<file path="src/rtl/ss_pkg.sv">
// ---------------------------------------------------------------------------
// ss_pkg: constants and types shared by the systolic-multiplier driver and
// the multiplier side of the serial interface.
//   SS_DW / SS_RW      operand and result widths of the serial protocol
//   N_SMALL / N_LARGE  words per transaction for 2x2 / 4x4
//   R_SMALL / R_LARGE  results per transaction for 2x2 / 4x4
//   state_e            driver FSM states
// ---------------------------------------------------------------------------
package ss_pkg;

  localparam int SS_DW     = 16;
  localparam int SS_RW     = 40;
  localparam int N_SMALL   = 8;
  localparam int N_LARGE   = 32;
  localparam int R_SMALL   = 3;
  localparam int R_LARGE   = 7;
  localparam int RES_DEPTH = R_LARGE;

  typedef enum logic [1:0] {
    IDLE    = 2'd0,
    SEND    = 2'd1,
    COLLECT = 2'd2
  } state_e;

  // Operand words streamed for a given size select.
  function automatic logic [5:0] word_count(input logic size_sel);
    return size_sel ? 6'(N_LARGE) : 6'(N_SMALL);
  endfunction

  // Results expected back for a given size select.
  function automatic logic [2:0] result_count(input logic size_sel);
    return size_sel ? 3'(R_LARGE) : 3'(R_SMALL);
  endfunction

endpackage

</file>
<file path="src/rtl/ss_result_buf.sv">
// ---------------------------------------------------------------------------
// ss_result_buf: 7 x 40-bit result register file plus fill counter.
//   clk, rst_n  clock, async active-low reset (contents cleared)
//   clr         restart fill at index 0 (contents kept)
//   we, wdata   append wdata at result[count], count++
//   raddr       async read address; addresses >= 7 read as 0
//   rdata       result[raddr]
//   count       number of results written since the last clr
// ---------------------------------------------------------------------------
module ss_result_buf
  import ss_pkg::*;
(
  input  logic             clk,
  input  logic             rst_n,
  input  logic             clr,
  input  logic             we,
  input  logic [SS_RW-1:0] wdata,
  input  logic [2:0]       raddr,
  output logic [SS_RW-1:0] rdata,
  output logic [2:0]       count
);

  logic [SS_RW-1:0] mem [RES_DEPTH];
  logic             wr_ok;

  assign wr_ok = we && (count < 3'(RES_DEPTH));

  // NOTE: the array is built from flops, so it can and must be cleared by
  // reset; a RAM macro could not be, and would need a flush sequence instead.
  // NOTE: sequential state uses non-blocking assignments so every flop sees
  // the pre-edge values of the others, independent of statement order.
  always_ff @(posedge clk or negedge rst_n) begin
    if (!rst_n) begin
      for (int i = 0; i < RES_DEPTH; i++) mem[i] <= '0;
      count <= '0;
    end else begin
      if (wr_ok) mem[count] <= wdata;
      if (clr)        count <= '0;
      else if (wr_ok) count <= count + 3'd1;
    end
  end

  assign rdata = (raddr < 3'(RES_DEPTH)) ? mem[raddr] : '0;

endmodule

</file>
<file path="src/rtl/ss_driver.sv">
// ---------------------------------------------------------------------------
// ss_driver: host-side transmitter/collector for the systolic multiplier.
// The host preloads operand words, pulses start; the block streams N words
// (8 for 2x2, 32 for 4x4) then collects R results (3 or 7) or times out.
//
// Ports
//   clk, rst_n                     clock, async active-low reset
//   load_valid/load_addr/load_data operand buffer write (ignored while busy)
//   start, size_sel                launch (ignored while busy), 0=2x2 1=4x4
//   busy, done, err_timeout        status; err_timeout sticky until next start
//   ss_in_valid/ss_matrix/
//   ss_matrix_size                 registered stream to the multiplier
//   ss_out_valid/ss_out_value      result stream from the multiplier
//   res_addr/res_data/res_count    result readback
//   chk_sum                        sum of captured results (optional)
//
// Optional feature: define SS_DRIVER_CHECKSUM_EN to add the chk_sum port.
// ---------------------------------------------------------------------------
module ss_driver
  import ss_pkg::*;
#(
  parameter int TIMEOUT_CYC = 64,
  parameter int DW          = SS_DW,
  parameter int RW          = SS_RW
) (
  input  logic          clk,
  input  logic          rst_n,
  input  logic          load_valid,
  input  logic [4:0]    load_addr,
  input  logic [DW-1:0] load_data,
  input  logic          start,
  input  logic          size_sel,
  output logic          busy,
  output logic          done,
  output logic          err_timeout,
  output logic          ss_in_valid,
  output logic [DW-1:0] ss_matrix,
  output logic          ss_matrix_size,
  input  logic          ss_out_valid,
  input  logic [RW-1:0] ss_out_value,
  input  logic [2:0]    res_addr,
  output logic [RW-1:0] res_data,
  output logic [2:0]    res_count
`ifdef SS_DRIVER_CHECKSUM_EN
  ,
  output logic [RW+2:0] chk_sum
`endif
);

  localparam int TW = $clog2(TIMEOUT_CYC) + 1;

  state_e        state_q, state_d;
  logic          size_q;
  logic [5:0]    idx_q;          // next buffer address to put on the wire
  logic [TW-1:0] tmo_q;
  logic          done_q, err_q;
  logic [DW-1:0] op_buf [N_LARGE];

  logic          accept, load_en, capture, send_last;
  logic          got_all, tmo_last, finish, finish_tmo;
  logic [DW-1:0] first_word;

  // done_q keeps busy high through the done cycle, so a start coinciding
  // with done is ignored and there is always an idle cycle between bursts.
  assign busy        = (state_q != IDLE) || done_q;
  assign done        = done_q;
  assign err_timeout = err_q;

  assign accept  = start && !busy;
  assign load_en = load_valid && !busy;
  assign capture = (state_q == COLLECT) && ss_out_valid;

  // A load in the start cycle must reach the first word on the wire.
  assign first_word = (load_en && load_addr == 5'd0) ? load_data : op_buf[0];

  // NOTE: every signal assigned in this block gets a default first; a path
  // that leaves one unassigned would infer a latch.
  always_comb begin
    state_d    = state_q;
    send_last  = 1'b0;
    got_all    = 1'b0;
    tmo_last   = 1'b0;
    finish     = 1'b0;
    finish_tmo = 1'b0;
    case (state_q)
      IDLE: begin
        if (accept) state_d = SEND;
      end
      SEND: begin
        send_last = (idx_q == word_count(size_q));
        if (send_last) state_d = COLLECT;
      end
      COLLECT: begin
        got_all    = capture && (res_count == result_count(size_q) - 3'd1);
        tmo_last   = (tmo_q + TW'(1)) == TW'(TIMEOUT_CYC - 1);
        finish     = got_all || tmo_last;
        finish_tmo = tmo_last && !got_all;
        if (finish) state_d = IDLE;
      end
      default: state_d = IDLE;
    endcase
  end

  always_ff @(posedge clk or negedge rst_n) begin
    if (!rst_n) state_q <= IDLE;
    else        state_q <= state_d;
  end

  always_ff @(posedge clk or negedge rst_n) begin
    if (!rst_n) begin
      size_q         <= 1'b0;
      idx_q          <= '0;
      tmo_q          <= '0;
      done_q         <= 1'b0;
      err_q          <= 1'b0;
      ss_in_valid    <= 1'b0;
      ss_matrix      <= '0;
      ss_matrix_size <= 1'b0;
    end else begin
      done_q <= finish;
      case (state_q)
        IDLE: begin
          if (accept) begin
            size_q         <= size_sel;
            err_q          <= 1'b0;
            idx_q          <= 6'd1;
            ss_in_valid    <= 1'b1;
            ss_matrix      <= first_word;
            ss_matrix_size <= size_sel;
          end
        end
        SEND: begin
          if (send_last) begin
            ss_in_valid    <= 1'b0;
            ss_matrix      <= '0;
            ss_matrix_size <= 1'b0;
            tmo_q          <= '0;
          end else begin
            ss_matrix <= op_buf[idx_q[4:0]];
            idx_q     <= idx_q + 6'd1;
          end
        end
        COLLECT: begin
          tmo_q <= tmo_q + TW'(1);
          if (finish_tmo) err_q <= 1'b1;
        end
        default: ;
      endcase
    end
  end

  always_ff @(posedge clk or negedge rst_n) begin
    if (!rst_n) begin
      for (int i = 0; i < N_LARGE; i++) op_buf[i] <= '0;
    end else if (load_en) begin
      op_buf[load_addr] <= load_data;
    end
  end

  ss_result_buf u_result_buf (
    .clk   (clk),
    .rst_n (rst_n),
    .clr   (accept),
    .we    (capture),
    .wdata (ss_out_value),
    .raddr (res_addr),
    .rdata (res_data),
    .count (res_count)
  );

`ifdef SS_DRIVER_CHECKSUM_EN
  always_ff @(posedge clk or negedge rst_n) begin
    if (!rst_n)       chk_sum <= '0;
    else if (accept)  chk_sum <= '0;
    else if (capture) chk_sum <= chk_sum + {3'b000, ss_out_value};
  end
`endif

endmodule

</file>
<file path="config.mk">
export PLATFORM = sky130hd
export DESIGN_NAME = ss_driver
export DESIGN_NICKNAME = d
export VERILOG_FILES = /design/src/rtl/ss_pkg.sv /design/src/rtl/ss_result_buf.sv /design/src/rtl/ss_driver.sv
export SDC_FILE = /design/constraint.sdc
export NUM_CORES = 1
export LEC_CHECK = 0
export ABC_AREA = 1
export BUFFER_PORTS_ARGS = -buffer_cell sky130_fd_sc_hd__buf_2
export CORE_AREA = 3 3 367 369
export DETAILED_ROUTE_END_ITERATION = 10
export DIE_AREA = 0 0 370 372
export GPL_ROUTABILITY_DRIVEN = 0
export PLACE_DENSITY_LB_ADDON = 0.1
export SYNTH_ARGS = -nofsm -noshare
export SYNTH_HDL_FRONTEND = slang
export SYNTH_HIERARCHICAL = 1
export SYNTH_SLANG_ARGS = --single-unit
</file>
<file path="constraint.sdc">
create_clock -name clk -period 6.24 [get_ports clk]
set_clock_uncertainty 0.05 [all_clocks]
set_input_delay 0.624 -clock clk [delete_from_list [all_inputs] [get_ports clk]]
set_output_delay 0.624 -clock clk [all_outputs]
set_load 0.02 [all_outputs]
</file>
==> flow_summary.toml <==
[drt]
drc_errors = 0
firstDrtPassIters = 6
ant_nets = 0
vias_per_cell = 4.67
vias = 32900
avgRoutedWirePerCell_um = 18.6
drtIter0Drc = 2492
drt-total-wl_mm = 131

[power_and_ir_drop]
ir_drop_mv = 0.304
powerDensity_nw_per_um2 = 399
power_leakage_nw = 22.0

[die]
io_pins = 134
die-area_um2 = 138000
die_h_um = 372
core_um2 = 131000
start_util_pct = 30.0
fp-row-count = 133
die_w_um = 370

[worst_hold_path]
min_from = "load_data[10]"
hold_class = "input port to register"

[sta]
holdWs_ns = 0.100
fin_crit_ns = 3.60
hold_viol_final = 0
grt_setup_unrepaired = "no"
relSlewSlack_pct = 25.4
fin_crit_sh_pct = 57.7
tns_ns = 0
max_clock_freq_mhz = 278
maxSlewViolCount = 0
worst_pin_slew_ns = 1.12
finalSetupViolCount = 0

[setup_path]
crit_type = "register to register"
critPathMaxFanout = 129
cp-end-kind = "register"
cp-startpoint = "idx_q[0]"
cp_slowest_stage_delay_ns = 0.76
crit_path_top_delay_cell = "buf_4"
worst-endpoint-required_ns = 6.77
cpMostUsedCell = "nand2_1"
worstReg2RegStart = "idx_q[0]"
path_cells = "inv_8 -> buf_4 -> nand2_1 -> nand3_1 -> nand2_1 -> nand2_1 -> nand2_1 -> nor2_1 -> nand2_1 -> nand3_1 -> a21oi_1"
crit_arrival_ns = 4.14
startpoint_type = "register"

[placement]
hpwl_mm = 74.6
io_buffers = 133
place_area_um2 = 41500

[clock_tree]
root_buffer = "clkbuf_16"
post_cts_buffers = 0
ctsResizeCount = 0
path_clk_slew_ns = 0.06
cts_sinks = 831
cts_buffers = 103
cts.path.max_buffers = 3
cts_tree = "yes"
clk_latency_ns = 0.72
hold_buffers = 1
cts-htree-levels = 3

[layout]
nFillCells = 14400
final_common_cell = "nand2_1"
syn_to_final_growth_pct = 13.9
final_area_um2 = 45000
final_cell_mix = "nand2_1 (2057), o21ai_0 (865), dfrtp_1 (829), inv_1 (487), nand3_1 (314)"
nets = 5278
layout-drive-gt1-share_pct = 7.84

[grt]
grtUsageTotal_pct = 19.2
grt_pass1_wl_mm = 204
antenna_found_initial = 10
grt_overflow = 0
grt_max_degree = 150
first_global_vias = 31800

[logic_synthesis]
synth_warnings = 6
ys_types = 31
synth-seq-cells = 831
syn_area_um2 = 39500
syn_avg_cell_area_um2 = 7.50
synth_fp_nets = 5342
netlist_instances = 5267
synth_seq_area_share_pct = 52.7

[run]
maxCapViolCount = 0

[outcome]
status = "complete, no violations"
## state kept, by name, summed over array words and instances, names as in the netlist
signal	cells
done	1
tmo_q	7
ss_in_valid	1
idx_q	6
size_q	1
err_timeout	1
ss_matrix_size	1
u_result_buf/mem	280
state_q	2
op_buf	512
ss_matrix	16
u_result_buf/count	3
## power breakdown
group	switching, W	internal (W)	total (W)
clock	0.00251	0.00361	0.00612
sequential	0.000670	0.00627	0.00694
combinational	0.00343	0.00143	0.00486
total	0.00661	0.0113	0.0179
## logic make-up (layout without fill, tap and decap cells)
group	after synthesis	after routing	share of synthesized area [%]
xor gates and xnor gates	5	5	0.111
and+or+nand+nor	2609	2609	26.2
DFF	831	831	52.7
buffers and inverters	864	889	8.60
AOI/OAI and AO/OA	953	953	12.2
other	0	3	0
adders and majority gates	5	5	0.158
## per-stage QoR
step / setup slack, ns / total power [W] / util, % / std cells
floorplan: 4.07 / 0.0100 / - / 5267
global placement: 2.68 / 0.0119 / 31.6 / 6852
detailed placement: 2.71 / 0.0120 / 31.6 / 6852
CTS: 2.66 / 0.0182 / 34.2 / 7047
global route: 2.41 / 0.0191 / 34.2 / 7048
finish: 2.64 / 0.0179 / 34.2 / 7050
## metal layers
layer / global-route usage (%) / share of wire [%] / up-vias
li1: - / - / 16300
met1: 28.5 / 51 / 15900
met2: 29.7 / 44 / 578
met3: 2.31 / 3.6 / 132
met4: 4.37 / 1.7 / 0
met5: 0 / 0 / -
## cell type report
cell class	instances	area, um2	share of cell area, %
antenna	3	7.51	0.0167
clock buffer	154	3030	6.74
clock inverter	40	415	0.924
inverter	497	1880	4.19
multi-input combinational	3572	15400	34.2
sequential	831	20800	46.3
tap	1755	2200	4.88
timing repair buffer	198	1260	2.79
## cells in the mapped netlist
cell      number  area, um2
clkinv_1       3       11.3
ha_1           5       62.6
nand4_2        2       25.0
nand3_1      314       1570
o21ai_1       17       85.1
nand2_1     2063       7740
nor3_4         2       32.5
buf_4          2       15.0
nand3_4        1       17.5
buf_6          2       22.5
o22ai_1        3       18.8
buf_1         22       82.6
nor2_1       198        743
dfrtp_1      831      20800
nor4_1         1       6.26
a21oi_1       53        265
buf_2        103        515
xor2_1         5       43.8
o21ai_0      865       4330
o21ai_2       14        123
nand2_2        4       25.0
nor3_1         3       15.0
clkbuf_1     238        893
nor3_2         9       90.1
inv_2          6       22.5
a22o_1         1       8.76
inv_1        488       1830
nor3b_1        1       7.51
nor2_4         2       22.5
nand3_2        1       10.0
nand4_1        8       50.1
## worst max-delay path, delay by kind of cell (launching register included)
kind                   cells  cell delay, ns
and+or+nand+nor            8            0.88
AOI/OAI and AO/OA          1            0.09
DFF                        1            0.75
buffers and inverters      2            1.35
## final timing paths
| check | endpoint | slack (ns) | depth (start not counted) |
|---|---|---|---|
| setup / recovery | ss_matrix[4] | 2.64 | 11 |
| hold / removal | op_buf[394] | 0.10 | 3 |
| setup reg to reg | ss_matrix[4] | 2.64 | 11 |
| hold reg to reg | ss_in_valid | 0.42 | 2 |
| max in group asynchronous | u_result_buf/mem[104] | 4.14 | 3 |
| min in group asynchronous | tmo_q[6] | 0.56 | 2 |
Power figures use the tool's default switching activity.
